File: src/rtl/fwd_pkg.sv
// Shared definitions for the forwarding scoreboard: default geometry,
// select encoding, tracker entry layout and width helpers.
package fwd_pkg;

    localparam int FWD_DEPTH   = 3;
    localparam int FWD_NUM_SRC = 2;
    localparam int FWD_RA_W    = 5;

    // Select code meaning "take the operand from the register file".
    localparam int SEL_REGFILE = 0;

    // One code per tracked stage plus the register-file code.
    function automatic int sel_width(input int depth);
        return $clog2(depth + 1);
    endfunction

    // Width of a stage index; never narrower than one bit.
    function automatic int stg_width(input int depth);
        return (depth < 2) ? 1 : $clog2(depth);
    endfunction

    localparam int FWD_STG_W = stg_width(FWD_DEPTH);

    // Layout of one tracker entry at the default geometry.
    typedef struct packed {
        logic                 valid;
        logic [FWD_RA_W-1:0]  wsel;
        logic [FWD_STG_W-1:0] rdy_stage;
    } fwd_entry_t;

endpackage

File: src/rtl/forward_scoreboard_if.sv
// Issue / source-operand / forward-select bundle between the decode stage
// and the forwarding scoreboard.
interface forward_scoreboard_if
    import fwd_pkg::*;
#(
    parameter int DEPTH   = FWD_DEPTH,
    parameter int NUM_SRC = FWD_NUM_SRC,
    parameter int RA_W    = FWD_RA_W,
    parameter int SEL_W   = sel_width(DEPTH),
    parameter int STG_W   = stg_width(DEPTH)
);

    logic                     iFreeze;
    logic                     iFlush;
    logic                     iIssue_RegWrite;
    logic [RA_W-1:0]          iIssue_wsel;
    logic [STG_W-1:0]         iIssue_rdy_stage;
    logic [NUM_SRC*RA_W-1:0]  iSrc_sel;
    logic [NUM_SRC-1:0]       iSrc_used;
    logic [NUM_SRC*SEL_W-1:0] oFU_Sel;
    logic                     oStall;

    modport master (
        output iFreeze, iFlush, iIssue_RegWrite, iIssue_wsel, iIssue_rdy_stage,
        output iSrc_sel, iSrc_used,
        input  oFU_Sel, oStall
    );

    modport slave (
        input  iFreeze, iFlush, iIssue_RegWrite, iIssue_wsel, iIssue_rdy_stage,
        input  iSrc_sel, iSrc_used,
        output oFU_Sel, oStall
    );

endinterface

File: src/rtl/fwd_src_match.sv
// Priority matcher for one source operand: finds the youngest in-flight
// writer of the source register and either forwards from it or asks for a
// stall when its result is not yet available.
module fwd_src_match
    import fwd_pkg::*;
#(
    parameter int DEPTH = FWD_DEPTH,
    parameter int RA_W  = FWD_RA_W,
    parameter int SEL_W = sel_width(DEPTH),
    parameter int STG_W = stg_width(DEPTH)
) (
    input  logic [RA_W-1:0]              srcSel,
    input  logic                         srcUsed,
    input  logic [DEPTH-1:0]             entValid,
    input  logic [DEPTH-1:0][RA_W-1:0]   entWsel,
    input  logic [DEPTH-1:0][STG_W-1:0]  entRdyStage,
    output logic [SEL_W-1:0]             sel,
    output logic                         stallReq
);

    logic found;

    // Scan from the youngest stage; the first hit decides forward vs. stall,
    // so an older ready copy can never mask a younger not-ready one.
    always_comb begin
        sel      = SEL_W'(SEL_REGFILE);
        stallReq = 1'b0;
        found    = 1'b0;
        for (int k = 0; k < DEPTH; k++) begin
            if (!found && srcUsed && (srcSel != '0) && entValid[k] &&
                (entWsel[k] == srcSel)) begin
                found = 1'b1;
                if (STG_W'(k) >= entRdyStage[k]) begin
                    sel = SEL_W'(k + 1);
                end else begin
                    stallReq = 1'b1;
                end
            end
        end
    end

endmodule

File: src/rtl/forward_scoreboard.sv
// Forwarding scoreboard: shadows the post-decode pipeline with DEPTH tracker
// entries and turns per-source matches into operand-mux selects and a
// decode-stage stall.
module forward_scoreboard
    import fwd_pkg::*;
#(
    parameter int DEPTH   = FWD_DEPTH,
    parameter int NUM_SRC = FWD_NUM_SRC,
    parameter int RA_W    = FWD_RA_W,
    parameter int SEL_W   = sel_width(DEPTH),
    parameter int STG_W   = stg_width(DEPTH)
) (
    input  logic               clk,
    input  logic               rst_n,
    forward_scoreboard_if.slave bus
);

    localparam logic [STG_W-1:0] LAST_STG = STG_W'(DEPTH - 1);

    logic [DEPTH-1:0]             entValid;
    logic [DEPTH-1:0][RA_W-1:0]   entWsel;
    logic [DEPTH-1:0][STG_W-1:0]  entRdyStage;

    logic [NUM_SRC-1:0]       stallReq;
    logic [NUM_SRC*SEL_W-1:0] selVec;
    logic                     stall;
    logic                     captureVld;
    logic [STG_W-1:0]         captureRdy;

    // Entry for the instruction leaving D: bubble when stalled, flushed, not
    // a writer, or writing r0; ready stage clamped to the last tracked stage.
    always_comb begin
        captureRdy = (bus.iIssue_rdy_stage > LAST_STG) ? LAST_STG : bus.iIssue_rdy_stage;
        captureVld = bus.iIssue_RegWrite & ~bus.iFlush & ~stall & (bus.iIssue_wsel != '0);
    end

    // Valid bits: cleared asynchronously, shifted one stage per unfrozen clock.
    always_ff @(posedge clk or negedge rst_n) begin
        if (!rst_n) begin
            entValid <= '0;
        end else if (!bus.iFreeze) begin
            entValid[0] <= captureVld;
            for (int k = 1; k < DEPTH; k++) begin
                entValid[k] <= entValid[k-1];
            end
        end
    end

    // Destination / ready-stage payload: qualified by the valid bits, so it
    // needs no reset.
    always_ff @(posedge clk) begin
        if (!bus.iFreeze) begin
            entWsel[0]     <= bus.iIssue_wsel;
            entRdyStage[0] <= captureRdy;
            for (int k = 1; k < DEPTH; k++) begin
                entWsel[k]     <= entWsel[k-1];
                entRdyStage[k] <= entRdyStage[k-1];
            end
        end
    end

    for (genvar s = 0; s < NUM_SRC; s++) begin : gSrc
        fwd_src_match #(
            .DEPTH (DEPTH),
            .RA_W  (RA_W),
            .SEL_W (SEL_W),
            .STG_W (STG_W)
        ) uMatch (
            .srcSel      (bus.iSrc_sel[s*RA_W +: RA_W]),
            .srcUsed     (bus.iSrc_used[s]),
            .entValid    (entValid),
            .entWsel     (entWsel),
            .entRdyStage (entRdyStage),
            .sel         (selVec[s*SEL_W +: SEL_W]),
            .stallReq    (stallReq[s])
        );
    end

    assign stall       = |stallReq;
    assign bus.oStall  = stall;
    assign bus.oFU_Sel = selVec;

endmodule

File: src/flat_wrapper.sv
// flat-port wrapper written by rule: the top's interface ports become plain ports
module forward_scoreboard_flat import fwd_pkg::*;
#(
    parameter int DEPTH   = FWD_DEPTH,
    parameter int NUM_SRC = FWD_NUM_SRC,
    parameter int RA_W    = FWD_RA_W,
    parameter int SEL_W   = sel_width(DEPTH),
    parameter int STG_W   = stg_width(DEPTH)
)
  (clk, rst_n, bus_iFreeze, bus_iFlush, bus_iIssue_RegWrite, bus_iIssue_wsel, bus_iIssue_rdy_stage, bus_iSrc_sel, bus_iSrc_used, bus_oFU_Sel, bus_oStall);
  forward_scoreboard_if #(.DEPTH(DEPTH), .NUM_SRC(NUM_SRC), .RA_W(RA_W), .SEL_W(SEL_W), .STG_W(STG_W)) bus_i ();
  input  logic clk;
  input  logic rst_n;
  input wire logic [$bits(bus_i.iFreeze)-1:0] bus_iFreeze;
  input wire logic [$bits(bus_i.iFlush)-1:0] bus_iFlush;
  input wire logic [$bits(bus_i.iIssue_RegWrite)-1:0] bus_iIssue_RegWrite;
  input wire logic [$bits(bus_i.iIssue_wsel)-1:0] bus_iIssue_wsel;
  input wire logic [$bits(bus_i.iIssue_rdy_stage)-1:0] bus_iIssue_rdy_stage;
  input wire logic [$bits(bus_i.iSrc_sel)-1:0] bus_iSrc_sel;
  input wire logic [$bits(bus_i.iSrc_used)-1:0] bus_iSrc_used;
  output wire logic [$bits(bus_i.oFU_Sel)-1:0] bus_oFU_Sel;
  output wire logic [$bits(bus_i.oStall)-1:0] bus_oStall;
  assign bus_i.iFreeze = bus_iFreeze;
  assign bus_i.iFlush = bus_iFlush;
  assign bus_i.iIssue_RegWrite = bus_iIssue_RegWrite;
  assign bus_i.iIssue_wsel = bus_iIssue_wsel;
  assign bus_i.iIssue_rdy_stage = bus_iIssue_rdy_stage;
  assign bus_i.iSrc_sel = bus_iSrc_sel;
  assign bus_i.iSrc_used = bus_iSrc_used;
  assign bus_oFU_Sel = bus_i.oFU_Sel;
  assign bus_oStall = bus_i.oStall;
  forward_scoreboard #(.DEPTH(DEPTH), .NUM_SRC(NUM_SRC), .RA_W(RA_W), .SEL_W(SEL_W), .STG_W(STG_W)) u_core (.clk(clk), .rst_n(rst_n), .bus(bus_i));
endmodule
File: config.mk
export PLATFORM = sky130hd
export DESIGN_NAME = forward_scoreboard_flat
export DESIGN_NICKNAME = d
export VERILOG_FILES = /design/src/rtl/fwd_pkg.sv /design/src/rtl/forward_scoreboard_if.sv /design/src/rtl/fwd_src_match.sv /design/src/rtl/forward_scoreboard.sv /design/src/flat_wrapper.sv
export SDC_FILE = /design/constraint.sdc
export NUM_CORES = 1
export LEC_CHECK = 0
export BUFFER_PORTS_ARGS = -buffer_cell sky130_fd_sc_hd__buf_2
export CAP_MARGIN = 10
export CORE_MARGIN = 10
export CORE_UTILIZATION = 57
export DETAILED_ROUTE_END_ITERATION = 7
export GPL_TIMING_DRIVEN = 0
export PLACE_DENSITY = 0.83
export SLEW_MARGIN = 20
export SYNTH_ARGS = -nofsm -noshare
export SYNTH_HDL_FRONTEND = slang
export SYNTH_SLANG_ARGS = --single-unit
File: constraint.sdc
create_clock -name clk -period 2.8 [get_ports clk]
set_clock_uncertainty 0.05 [all_clocks]
set_input_delay 0.28 -clock clk [delete_from_list [all_inputs] [get_ports clk]]
set_output_delay 0.28 -clock clk [all_outputs]
set_load 0.005 [all_outputs]
# After elaboration in Yosys (flattened, before gate mapping)
# Cells that the tools add are included.
[word_totals]
ff_bits = 24
inputBits = 24
output_inout_bits = 5
word_cells = 78
[classes]
order_cmp = 4
eq_ne = 6
n_mux = 26
n_bitwise = 5
reduce_logical = 30
[ops]
columns = ["cell", "n"]
rows = [
  ["5-bit equality test", 6],
  ["1-bit logical AND", 22],
  ["1-bit two-way mux", 18],
  ["2-bit two-way mux", 8],
  ["5-bit nonzero test", 3],
  ["1-bit by 2-bit greater-or-equal comparator with 1-bit output, first input constant", 2],
  ["1-bit logical NOT", 4],
  ["1-bit bitwise AND", 3],
  ["2-bit greater-or-equal comparator, first input constant", 1],
  ["2-bit > comparator, second input constant", 1],
  ["1-bit inverter", 2],
  ["2-bit OR reduction", 1],
]

# Logic depth before layout (Yosys ltp)
# Gate-level depths: netlist of run 1.
[logic_depth]
depth_word = 21
mapped_depth = 6
ltp_nobuf = 6

# Modules after synthesis
# Synthesis of run 1 repeated with hierarchy kept, for this count alone.
[unflattened]
cells_unflattened = 109
area_unflattened_um2 = 1311.3
[by_module_without_submodules]
columns = ["module", "instances", "cells_per_inst", "area_each_um2"]
rows = [
  ["forward_scoreboard", 1, 35, 778.2],
  ["fwd_src_match", 2, 37, 266.5],
]

# Least setup slack after synthesis of run 1
# OpenSTA, ideal clock, no wires.
[synth_timing]
kind = "flip-flop to output port"
startpoint = "reg u_core.entWsel[4] (netlist bit)"
endpoint = "out bus_oFU_Sel[0]"
t_arrival_ps = 1431
setup_slack_ps = 1039
stages_incl_launch_ff = 7
n_path_buf = 0
cell_sequence = "edfxtp_1 xor2_1 nor4_1 nand3_1 nor3_1 a21oi_1 nor2b_1"
[synth_between]
elab_chain_cells = 15
[synth_rtl]
columns = ["item", "line_no", "source"]
rows = [
  ["start, declared", "forward_scoreboard.sv:21", "logic [DEPTH-1:0][RA_W-1:0] entWsel;"],
  ["start signal, assigned by index", "forward_scoreboard.sv:56", "entWsel[k] <= entWsel[k-1];"],
  ["5-bit equality test (*)", "fwd_src_match.sv:31", "(entWsel[k] == srcSel)) begin"],
  ["1-bit logical AND (*)", "fwd_src_match.sv:30", "if (!found && srcUsed && (srcSel != '0) && entValid[k] &&"],
  ["1-bit two-way mux", "fwd_src_match.sv:30", ""],
  ["1-bit logical NOT", "fwd_src_match.sv:30", ""],
  ["1-bit logical AND (4 in series)", "fwd_src_match.sv:30", ""],
  ["1-bit two-way mux", "fwd_src_match.sv:30", ""],
  ["1-bit logical NOT", "fwd_src_match.sv:30", ""],
  ["1-bit logical AND (4 in series)", "fwd_src_match.sv:30", ""],
  ["2-bit two-way mux (*)", "fwd_src_match.sv:30", ""],
  ["end, declared", "flat_wrapper.sv:21", "output wire logic [$bits(bus_i.oFU_Sel)-1:0] bus_oFU_Sel;"],
]
# Mark *: on every way between the ends. The rest lies on a longest branch, timed or not.

# Worst setup path after layout of run 1
[layout_timing]
startpoint = "reg u_core.entWsel[14] (netlist bit)"
endpoint = "out bus_oFU_Sel[0]"
[layout_between]
elab_chain_cells = 3
[layout_rtl]
columns = ["item", "line_no"]
rows = [
  ["5-bit equality test", "fwd_src_match.sv:31"],
  ["1-bit logical AND", "fwd_src_match.sv:30"],
  ["2-bit two-way mux", "fwd_src_match.sv:30"],
]
# No other way between the ends.

==> results of run 1 <==
==> cell usage after synthesis (all sizes together) <==
master  count
edfxtp     21
xnor2      18
xor2       12
nand2       8
nand4       5
nor3        5
a21oi       4
nor2        4
dfrtp       3
nor2b       3
or4         3
inv         2
mux2        2
nand3       2
nor4        2
a31oi       1
a32o        1
clkbuf      1
mux2i       1
nor3b       1
nor4b       1
o21a        1
o21ai       1
o21bai      1
o22a        1
o32ai       1
or3         1
==> timing repair <==
action	in CTS	in global routing
hold buffers	1	0
setup buffers	0	0
endpoints found under the hold margin	3	0
==> power groups by stage <==
stage | Sequential (mW) | Clock (mW) | Combinational [mW]
2_1_floorplan | 0.447 | 0 | 0.0638
3_3_place_gp | 0.452 | 0 | 0.0975
3_5_place_dp | 0.454 | 0 | 0.102
4_1_cts | 0.446 | 0.184 | 0.104
5_1_grt | 0.450 | 0.201 | 0.115
6_report | 0.446 | 0.180 | 0.103
==> worst paths after layout <==
kind / depth (start not counted) / slack (ns) / endpoint
hold / removal: 1 / 0.10 / u_core.entWsel[1]
hold reg to reg: 0 / 0.39 / u_core.entRdyStage[4]
min in group asynchronous: 2 / 0.21 / u_core.entValid[0]
setup / recovery: 7 / 0.34 / bus_oFU_Sel[0]
setup reg to reg: 6 / 0.93 / u_core.entValid[0]
max in group asynchronous: 2 / 2.37 / u_core.entValid[1]
==> routing by layer <==
metal	vias to the layer above	global-route usage (%)	wire length (um)
met1	430	15.2	1200
met5	-	0	0
li1	457	-	-
met2	33	21.5	1270
met3	0	4.13	192
met4	0	3.08	0
==> worst max-delay path, delay by kind of cell (launching register included) <==
kind | cells | cell delay, ns
AND/OR/NAND/NOR | 4 | 0.96
XOR/XNOR | 1 | 0.18
flip-flops | 1 | 0.45
buffers and inverters | 1 | 0.13
AO/OA/AOI/OAI | 1 | 0.12
==> sequential cells by signal, indices dropped and copies added (netlist names) <==
| name | count |
|---|---|
| u_core.entWsel | 15 |
| u_core.entRdyStage | 6 |
| u_core.entValid | 3 |
==> through the flow <==
step                      worst slack, ns  utilization, %  power [mW]  hold WS (ns)  cell area [um^2]
after floorplan                      1.04               -       0.511       -0.0656              1290
after global placement              0.742            67.1       0.549        0.0251              1470
after detailed placement            0.670            67.1       0.556        0.0295              1470
after CTS                           0.312            69.2       0.733        0.0937              1520
after global routing                0.110            69.2       0.766        0.0823              1520
final                               0.337            69.2       0.729         0.104              1520
==> logic make-up (layout without fill, tap and decap cells) <==
logic type                count (synthesis)  count (layout)
xor gates and xnor gates                 30              30
and+or+nand+nor                          35              35
muxes                                     3               3
DFF                                      24              24
buffers and inverters                     3              36
AOI/OAI and AO/OA                        11              11
==> cell type report <==
cell class                 instances  area, um^2
fill                             173         674
multi-input combinational         79         578
inverter                           2        7.51
clock buffer                       4        36.3
buffer                             1        3.75
tap                               28        35.0
timing repair buffer              29         150
sequential                        24         706
==> impl_metrics.env, run 1 <==
export IMPL_outcome="complete, no violations"
export IMPL_achievable_frequency_mhz=406
export IMPL_detailroute_via_count=920
export IMPL_yosys_warnings=0
export IMPL_post_synth_cell_area_avg_um2=12.2
export IMPL_drc=0
export IMPL_netlist_top_cell_by_area="sky130_fd_sc_hd__edfxtp_1"
export IMPL_layout_commonest_cell="sky130_fd_sc_hd__buf_2"
export IMPL_antenna_cells=0
export IMPL_post_dp_hpwl_um=2220
export IMPL_path_type_of_the_worst_min_delay_path="primary input to register"
export IMPL_drive_above_1_share_pct=27.3
export IMPL_die_w_um=67.7
export IMPL_floorplan_initialDensity_pct=59.1
export IMPL_die_area_um2=4580
export IMPL_rsz0062_at_grt="no"
export IMPL_number_of_distinct_library_cells_after_synthesis=30
export IMPL_count_of_tritonroute_iterations_in_the_first_routing_pass=4
export IMPL_first_pass_grt_wire_length_um=4560
export IMPL_ant_nets=0
export IMPL_clkPwrFrac_pct=24.7
export IMPL_critPathSlowestCell="sky130_fd_sc_hd__edfxtp_1"
export IMPL_synth_fa_ha_area_share_pct=0
export IMPL_numClockSinks=24
export IMPL_startpoint="u_core.entWsel[14]"
export IMPL_place_detailed_instances=162
export IMPL_timing_critical_path_from_type="register"
export IMPL_yosys_top_cells_area="sky130_fd_sc_hd__edfxtp_1, sky130_fd_sc_hd__xnor2_1, sky130_fd_sc_hd__xor2_1"
export IMPL_min_from="bus_iIssue_wsel[1]"
export IMPL_timing_final_setup_violations=0
export IMPL_ys_seq_elements=24
export IMPL_finish_cell_count_without_fillers=167
export IMPL_cts_resized=0
export IMPL_drt_first_iter_violations=63
export IMPL_power_leakage_nw=0.562
export IMPL_final_weighted_congestion_of_routability_driven_global_placement=0.855
export IMPL_synthesis_area_um2=1290
export IMPL_synthXorXnorAreaFrac_pct=20.3
export IMPL_timing_final_hold_violations=0
export IMPL_maximum_buffer_depth_of_the_clock_tree=2
export IMPL_ioPinCount=29
export IMPL_switching_share_pct=24.1
export IMPL_tightestPinTransition_ns=0.792
export IMPL_detail_route_vias_per_cell=5.51
export IMPL_path_class="register to primary output"
export IMPL_clk_pin_slew_worst_paths_ns=0.12
export IMPL_drt_wl_total_um=2660
export IMPL_int_power_mw=0.553
export IMPL_grt_start_max_net_pins=22
export IMPL_synth_seq_area_share_pct=54.5
export IMPL_tritoncts="yes"
export IMPL_floorplan_die_height_um=67.7
export IMPL_setup_total_negative_slack_ns=0
export IMPL_dominant_combinational_cell_family_by_area_after_synthesis="XOR/XNOR gates"
export IMPL_rows=17
export IMPL_crit_path_max_fanout=2
export IMPL_worst_r2r_startpoint="u_core.entWsel[3]"
export IMPL_critical_path_cell_chain="xor2_1 > nor4_1 > nand3_1 > nor3b_1 > a21oi_1 > nor2b_1 > buf_2"
export IMPL_post_drt_wl_per_cell_um=16.0
export IMPL_grt_remaining_overflow=0
export IMPL_place_port_buffers=28
export IMPL_cp_required_ns=2.47
export IMPL_post_route_minimum_period_ns=2.46
export IMPL_coreArea_um2=2190
export IMPL_yosys_mux_area_fraction_pct=2.51
export IMPL_min_period_over_period_pct=87.9
export IMPL_gr_usage_all_layers_pct=12.7
export IMPL_cts_buffers_inserted=3
export IMPL_post_synth_top_area_fraction_pct=48.7
export IMPL_synth_compound_gate_area_share_pct=6.18
export IMPL_basic_gate_share_of_the_synthesized_area_counting_and_or_nand_and_nor_cells_pct=15.7
export IMPL_netSwitchingPower_mw=0.176
export IMPL_ir_worst_vdd_uv=321
export IMPL_slowest_delay_ns=0.45
export IMPL_root_cell_of_the_clock_tree="sky130_fd_sc_hd__clkbuf_4"
export IMPL_num_nets_final=164
export IMPL_synth_cells=106
export IMPL_end_kind="primary output"
export IMPL_syn_to_final_growth_pct=17.1
export IMPL_power_share_sequential_pct=61.2
export IMPL_report_final_slew_viol_count=0
export IMPL_first_global_vias=1056
export IMPL_timing_max_cap_violations=0
export IMPL_power_density_nw_per_um2=481
export IMPL_layout_cells_most_common_list="sky130_fd_sc_hd__buf_2, sky130_fd_sc_hd__edfxtp_1, sky130_fd_sc_hd__xnor2_1, sky130_fd_sc_hd__xor2_1, sky130_fd_sc_hd__nand2_1"
export IMPL_slew_headroom_pct=47.2
export IMPL_antenna_violations_before_repair=0
export IMPL_syn_nets=130
export IMPL_share_of_power_burned_in_combinational_logic_pct=14.1
export IMPL_depth_of_the_cts_h_tree=1
export IMPL_clock_insertion_delay_worst_skew_ns=0.32
export IMPL_cp_data_arrival_time_ns=2.13
No activity file was read; power rests on OpenSTA's default activity.
==> inputs of run 2 (changes only) <==
--- a/config.mk
+++ b/config.mk
@@ -7,10 +7,12 @@
 export LEC_CHECK = 0
 export BUFFER_PORTS_ARGS = -buffer_cell sky130_fd_sc_hd__buf_2
 export CAP_MARGIN = 10
+export CORE_ASPECT_RATIO = 0.7
 export CORE_MARGIN = 10
 export CORE_UTILIZATION = 57
 export DETAILED_ROUTE_END_ITERATION = 7
 export GPL_TIMING_DRIVEN = 0
+export HOLD_SLACK_MARGIN = 0.12
 export PLACE_DENSITY = 0.83
 export SLEW_MARGIN = 20
 export SYNTH_ARGS = -nofsm -noshare
==> run 2 against run 1 <==
Against the previous run:
- sequential power barely moved
- worst hold slack improved by 0.094 ns
- maximum frequency fell by 0.28%
- sequential share of layout area fell by 1.6 points
- cell count rose by 5.4%
- total power rose by 1.4%
- worst setup slack got worse by 0.0069 ns
- design area rose by 3.6%
- critical path type unchanged
- critical endpoint is now bus_oStall
==> impl_metrics.env, run 2 (synthesis results as in run 1) <==
export IMPL_drt_wl_total_um=2940
export IMPL_maximum_buffer_depth_of_the_clock_tree=2
export IMPL_power_share_sequential_pct=60.5
export IMPL_cts_hold_repair_buffers=6
export IMPL_die_area_um2=4610
export IMPL_post_cts_setup_bufs=0
export IMPL_critPathSlowestCell="sky130_fd_sc_hd__edfxtp_1"
export IMPL_layout_commonest_cell="sky130_fd_sc_hd__buf_2"
export IMPL_depth_of_the_cts_h_tree=1
export IMPL_timing_final_setup_violations=0
export IMPL_ant_nets=0
export IMPL_first_pass_grt_wire_length_um=4820
export IMPL_clk_pin_slew_worst_paths_ns=0.12
export IMPL_syn_to_final_growth_pct=21.4
export IMPL_post_drt_wl_per_cell_um=16.7
export IMPL_rows=14
export IMPL_tritoncts="yes"
export IMPL_numClockSinks=24
export IMPL_grt_start_max_net_pins=22
export IMPL_num_nets_final=169
export IMPL_crit_path_max_fanout=4
export IMPL_achievable_frequency_mhz=405
export IMPL_root_cell_of_the_clock_tree="sky130_fd_sc_hd__clkbuf_4"
export IMPL_min_period_over_period_pct=88.2
export IMPL_clock_insertion_delay_worst_skew_ns=0.32
export IMPL_cp_data_arrival_time_ns=2.14
export IMPL_end_kind="primary output"
export IMPL_coreArea_um2=2150
export IMPL_rsz0062_at_grt="no"
export IMPL_share_of_power_burned_in_combinational_logic_pct=14.9
export IMPL_antenna_cells=0
export IMPL_critical_path_cell_chain="xor2_1 > nor4_1 > nand3_1 > nand2_1 > o22a_1 > nand2_1 > buf_2"
export IMPL_drive_above_1_share_pct=26.4
export IMPL_gr_usage_all_layers_pct=13.2
export IMPL_timing_max_cap_violations=0
export IMPL_power_density_nw_per_um2=470
export IMPL_path_class="register to primary output"
export IMPL_setup_total_negative_slack_ns=0
export IMPL_path_type_of_the_worst_min_delay_path="primary input to register"
export IMPL_max_flop_register="u_core.entWsel"
export IMPL_slowest_delay_ns=0.46
export IMPL_report_final_slew_viol_count=0
export IMPL_timing_critical_path_from_type="register"
export IMPL_drc=0
export IMPL_clkPwrFrac_pct=24.6
export IMPL_tightestPinTransition_ns=0.795
export IMPL_post_dp_hpwl_um=2350
export IMPL_floorplan_initialDensity_pct=60.1
export IMPL_first_global_vias=1065
export IMPL_cp_required_ns=2.47
export IMPL_outcome="complete, no violations"
export IMPL_drt_first_iter_violations=77
export IMPL_slew_headroom_pct=46.9
export IMPL_netSwitchingPower_mw=0.182
export IMPL_detail_route_vias_per_cell=5.46
export IMPL_largest_reg_flops=15
export IMPL_floorplan_die_height_um=59.9
export IMPL_detailroute_via_count=961
export IMPL_cts_resized=0
export IMPL_count_of_tritonroute_iterations_in_the_first_routing_pass=4
export IMPL_largestRegisters="u_core.entWsel: 15 flops, u_core.entRdyStage: 6 flops, u_core.entValid: 3 flops"
export IMPL_ir_worst_vdd_uv=427
export IMPL_layout_cells_most_common_list="sky130_fd_sc_hd__buf_2, sky130_fd_sc_hd__edfxtp_1, sky130_fd_sc_hd__xnor2_1, sky130_fd_sc_hd__xor2_1, sky130_fd_sc_hd__nand2_1"
export IMPL_ioPinCount=29
export IMPL_grt_remaining_overflow=0
export IMPL_final_weighted_congestion_of_routability_driven_global_placement=0.837
export IMPL_timing_critical_path_mode_cell="sky130_fd_sc_hd__nand2_1"
export IMPL_antenna_violations_before_repair=0
export IMPL_timing_final_hold_violations=0
export IMPL_place_port_buffers=28
export IMPL_die_w_um=77.0
export IMPL_int_power_mw=0.557
export IMPL_post_route_minimum_period_ns=2.47
export IMPL_fin_util_pct=72.9
export IMPL_cts_buffers_inserted=3
export IMPL_power_leakage_nw=0.583
export IMPL_switching_share_pct=24.6
-- run 2: cell type report --
type                    count  area, um^2
clock buffers               4        36.3
flip-flops and latches     24         706
plain buffers               1        3.75
multi-input cells          79         578
fillers                   150         583
well taps                  32        40.0
repair buffers             34         200
inverters                   2        7.51
-- run 2: worst paths after layout --
path | slack [ns] | cells past startpoint | startpoint | to
worst max-delay path | 0.33 | 7 | u_core.entWsel[4] | bus_oStall
worst min-delay path | 0.20 | 2 | bus_iIssue_rdy_stage[1] | u_core.entRdyStage[0]
worst max register to register | 0.88 | 6 | u_core.entWsel[6] | u_core.entValid[0]
worst min register to register | 0.40 | 0 | u_core.entRdyStage[2] | u_core.entRdyStage[4]
max in group asynchronous | 2.35 | 2 | rst_n | u_core.entValid[2]
min in group asynchronous | 0.24 | 2 | rst_n | u_core.entValid[0]
-- run 2: power by group through the flow --
stage / Clock (mW) / Combinational (mW) / Sequential (mW)
2_1_floorplan: 0 / 0.0638 / 0.447
3_3_place_gp: 0 / 0.0986 / 0.452
3_5_place_dp: 0 / 0.104 / 0.455
4_1_cts: 0.183 / 0.110 / 0.447
5_1_grt: 0.197 / 0.121 / 0.451
6_report: 0.182 / 0.110 / 0.447
-- run 2: worst max-delay path: cells and delay by family (launching register included) --
family,cells,cell delay (ns)
compound gates,1,0.19
xor+xnor,1,0.19
buf+inv,1,0.13
flops,1,0.46
simple gates,4,0.86
-- run 2: per-layer routing --
metal	GRT usage, %	wire, um	share of wire (%)
met1	14.4	1200	41
met4	3.11	28	0.95
met5	0	0	0
met3	3.74	188	6.4
met2	25.0	1520	52
-- run 2: through the flow --
step | hold slack, ns | total power, mW | std cells | worst slack (ns) | cell area [um^2]
finish | 0.198 | 0.739 | 176 | 0.331 | 1570
global placement | 0.0267 | 0.551 | 166 | 0.735 | 1480
floorplan | -0.0656 | 0.511 | 106 | 1.04 | 1290
global route | 0.194 | 0.769 | 176 | 0.113 | 1570
CTS | 0.191 | 0.740 | 176 | 0.307 | 1570
detailed placement | 0.0304 | 0.558 | 166 | 0.671 | 1480
==> inputs of run 3 (changes only) <==
--- a/config.mk
+++ b/config.mk
@@ -7,7 +7,7 @@
 export LEC_CHECK = 0
 export BUFFER_PORTS_ARGS = -buffer_cell sky130_fd_sc_hd__buf_2
 export CAP_MARGIN = 10
-export CORE_ASPECT_RATIO = 0.7
+export CORE_ASPECT_RATIO = 0.8
 export CORE_MARGIN = 10
 export CORE_UTILIZATION = 57
 export DETAILED_ROUTE_END_ITERATION = 7
==> run 3 against run 2 <==
Against the previous run:
- total power grew 10%
- sequential power is essentially flat
- via count grew 3.3%
- worst hold slack lost 0.044 ns
- utilization grew 0.22 points
- design area grew 0.48%
- critical path depth is the same
- worst setup slack lost 0.13 ns
- maximum frequency shrank 5.1%
- critical path type unchanged
- critical endpoint unchanged
- largest cell class unchanged
==> impl_metrics.env, run 3 (synthesis results as in run 1) <==
export IMPL_cp_data_arrival_time_ns=2.27
export IMPL_reg2reg_slack_ns=0.78
export IMPL_timing_max_cap_violations=0
export IMPL_post_route_minimum_period_ns=2.60
export IMPL_layout_cells_most_common_list="sky130_fd_sc_hd__buf_2, sky130_fd_sc_hd__edfxtp_1, sky130_fd_sc_hd__xnor2_1, sky130_fd_sc_hd__xor2_1, sky130_fd_sc_hd__nand2_1"
export IMPL_place_port_buffers=28
export IMPL_coreArea_um2=2160
export IMPL_ant_nets=0
export IMPL_setup_total_negative_slack_ns=0
export IMPL_timing_critical_path_mode_cell="sky130_fd_sc_hd__nand2_1"
export IMPL_drive_above_1_share_pct=26.4
export IMPL_drc=0
export IMPL_detail_route_vias_per_cell=5.88
export IMPL_critPathSlowestCell="sky130_fd_sc_hd__edfxtp_1"
export IMPL_timing_final_hold_violations=0
export IMPL_floorplan_initialDensity_pct=60.0
export IMPL_first_pass_grt_wire_length_um=5330
export IMPL_largest_reg_flops=15
export IMPL_drt_wl_total_um=3130
export IMPL_achievable_frequency_mhz=384
export IMPL_count_of_tritonroute_iterations_in_the_first_routing_pass=4
export IMPL_post_dp_hpwl_um=2370
export IMPL_grt_remaining_overflow=0
export IMPL_min_period_over_period_pct=93.0
export IMPL_root_cell_of_the_clock_tree="sky130_fd_sc_hd__clkbuf_4"
export IMPL_outcome="complete, no violations"
export IMPL_report_final_slew_viol_count=0
export IMPL_cts_resized=0
export IMPL_fin_util_pct=73.2
export IMPL_rsz0062_at_grt="no"
export IMPL_detailroute_via_count=993
export IMPL_timing_critical_path_from_type="register"
export IMPL_clk_pin_slew_worst_paths_ns=0.13
export IMPL_antenna_violations_before_repair=0
export IMPL_rows=15
export IMPL_die_area_um2=4590
export IMPL_worst_slack_ns=0.197
export IMPL_power_density_nw_per_um2=517
export IMPL_tritoncts="yes"
export IMPL_maximum_buffer_depth_of_the_clock_tree=2
export IMPL_grt_start_max_net_pins=22
export IMPL_slowest_delay_ns=0.48
export IMPL_max_flop_register="u_core.entWsel"
export IMPL_clock_insertion_delay_worst_skew_ns=0.34
export IMPL_gr_usage_all_layers_pct=14.7
export IMPL_antenna_cells=0
export IMPL_layout_commonest_cell="sky130_fd_sc_hd__buf_2"
export IMPL_drt_first_iter_violations=49
export IMPL_cts_buffers_inserted=3
export IMPL_timing_final_setup_violations=0
export IMPL_cp_required_ns=2.47
export IMPL_ioPinCount=29
export IMPL_total_power_mw=0.816
export IMPL_path_class="register to primary output"
export IMPL_critical_path_cell_chain="xor2_1 > nor4_1 > nand3_1 > nand2_1 > o22a_1 > nand2_1 > buf_2"
export IMPL_syn_to_final_growth_pct=21.9
export IMPL_largestRegisters="u_core.entWsel: 15 flops, u_core.entRdyStage: 6 flops, u_core.entValid: 3 flops"
export IMPL_final_weighted_congestion_of_routability_driven_global_placement=0.860
export IMPL_end_kind="primary output"
export IMPL_tightestPinTransition_ns=0.802
export IMPL_crit_path_max_fanout=4
export IMPL_first_global_vias=1134
export IMPL_num_nets_final=169
export IMPL_depth_of_the_cts_h_tree=1
export IMPL_post_drt_wl_per_cell_um=18.5
export IMPL_path_type_of_the_worst_min_delay_path="primary input to register"
export IMPL_ir_worst_vdd_uv=514
export IMPL_floorplan_die_height_um=62.6
export IMPL_slew_headroom_pct=46.4
export IMPL_die_w_um=73.3
export IMPL_dp_worst_setup_slack_ns=0.631
export IMPL_numClockSinks=24
export IMPL_power_leakage_nw=0.590
[run 3: cell types whose count changed in the layout (fill, tap and decap cells not counted), sizes merged]
cell    change
bufinv      +1
clkbuf      -1
[run 3: layout make-up]
cell class                 instances  area, um^2
buffer                             1        3.75
clock inverter                     1        30.0
sequential                        24         706
fill                             151         579
inverter                           2        7.51
timing repair buffer              34         200
multi-input combinational         79         578
clock buffer                       3        22.5
tap                               25        31.3
[run 3: metal layers]
layer	track usage (%)	part of all wire (%)
met3	5.56	9.3
met2	24.1	51
met1	16.3	38
met4	6.28	1.8
met5	0	0
[run 3: power by group]
part,leakage (nW),switching (mW),internal [mW]
combinational,0.317,0.0542,0.0571
clock,0.0279,0.112,0.145
sequential,0.245,0.0268,0.421
total,0.590,0.193,0.623
[run 3: final timing paths]
kind / start / endpoint / depth (start not counted)
max: u_core.entWsel[4] / bus_oStall / 7
min reg2reg: u_core.entRdyStage[2] / u_core.entRdyStage[4] / 0
min in group asynchronous: rst_n / u_core.entValid[2] / 2
max in group asynchronous: rst_n / u_core.entValid[1] / 2
max reg2reg: u_core.entWsel[4] / u_core.entValid[0] / 6
min: bus_iIssue_rdy_stage[1] / u_core.entRdyStage[1] / 2
[run 3: worst max-delay path: cells and delay by family (launching register included)]
family,cells,cell delay [ns]
XOR/XNOR,1,0.19
AND/OR/NAND/NOR,4,0.93
buffers and inverters,1,0.13
flip-flops,1,0.48
AO/OA/AOI/OAI,1,0.20
[run 3: repair_timing]
| item | in CTS | in global routing |
|---|---|---|
| endpoints found under the hold margin | 8 | 0 |
| hold buffers | 6 | 0 |
| buffers inserted | 0 | 0 |
[run 3: stage by stage]
step / instances / hold WS, ns / cell area [um^2]
6_report: 169 / 0.154 / 1580
5_1_grt: 169 / 0.154 / 1580
4_1_cts: 169 / 0.144 / 1580
3_5_place_dp: 159 / 0.0302 / 1470
3_3_place_gp: 159 / 0.0256 / 1470
2_1_floorplan: 106 / -0.0656 / 1290
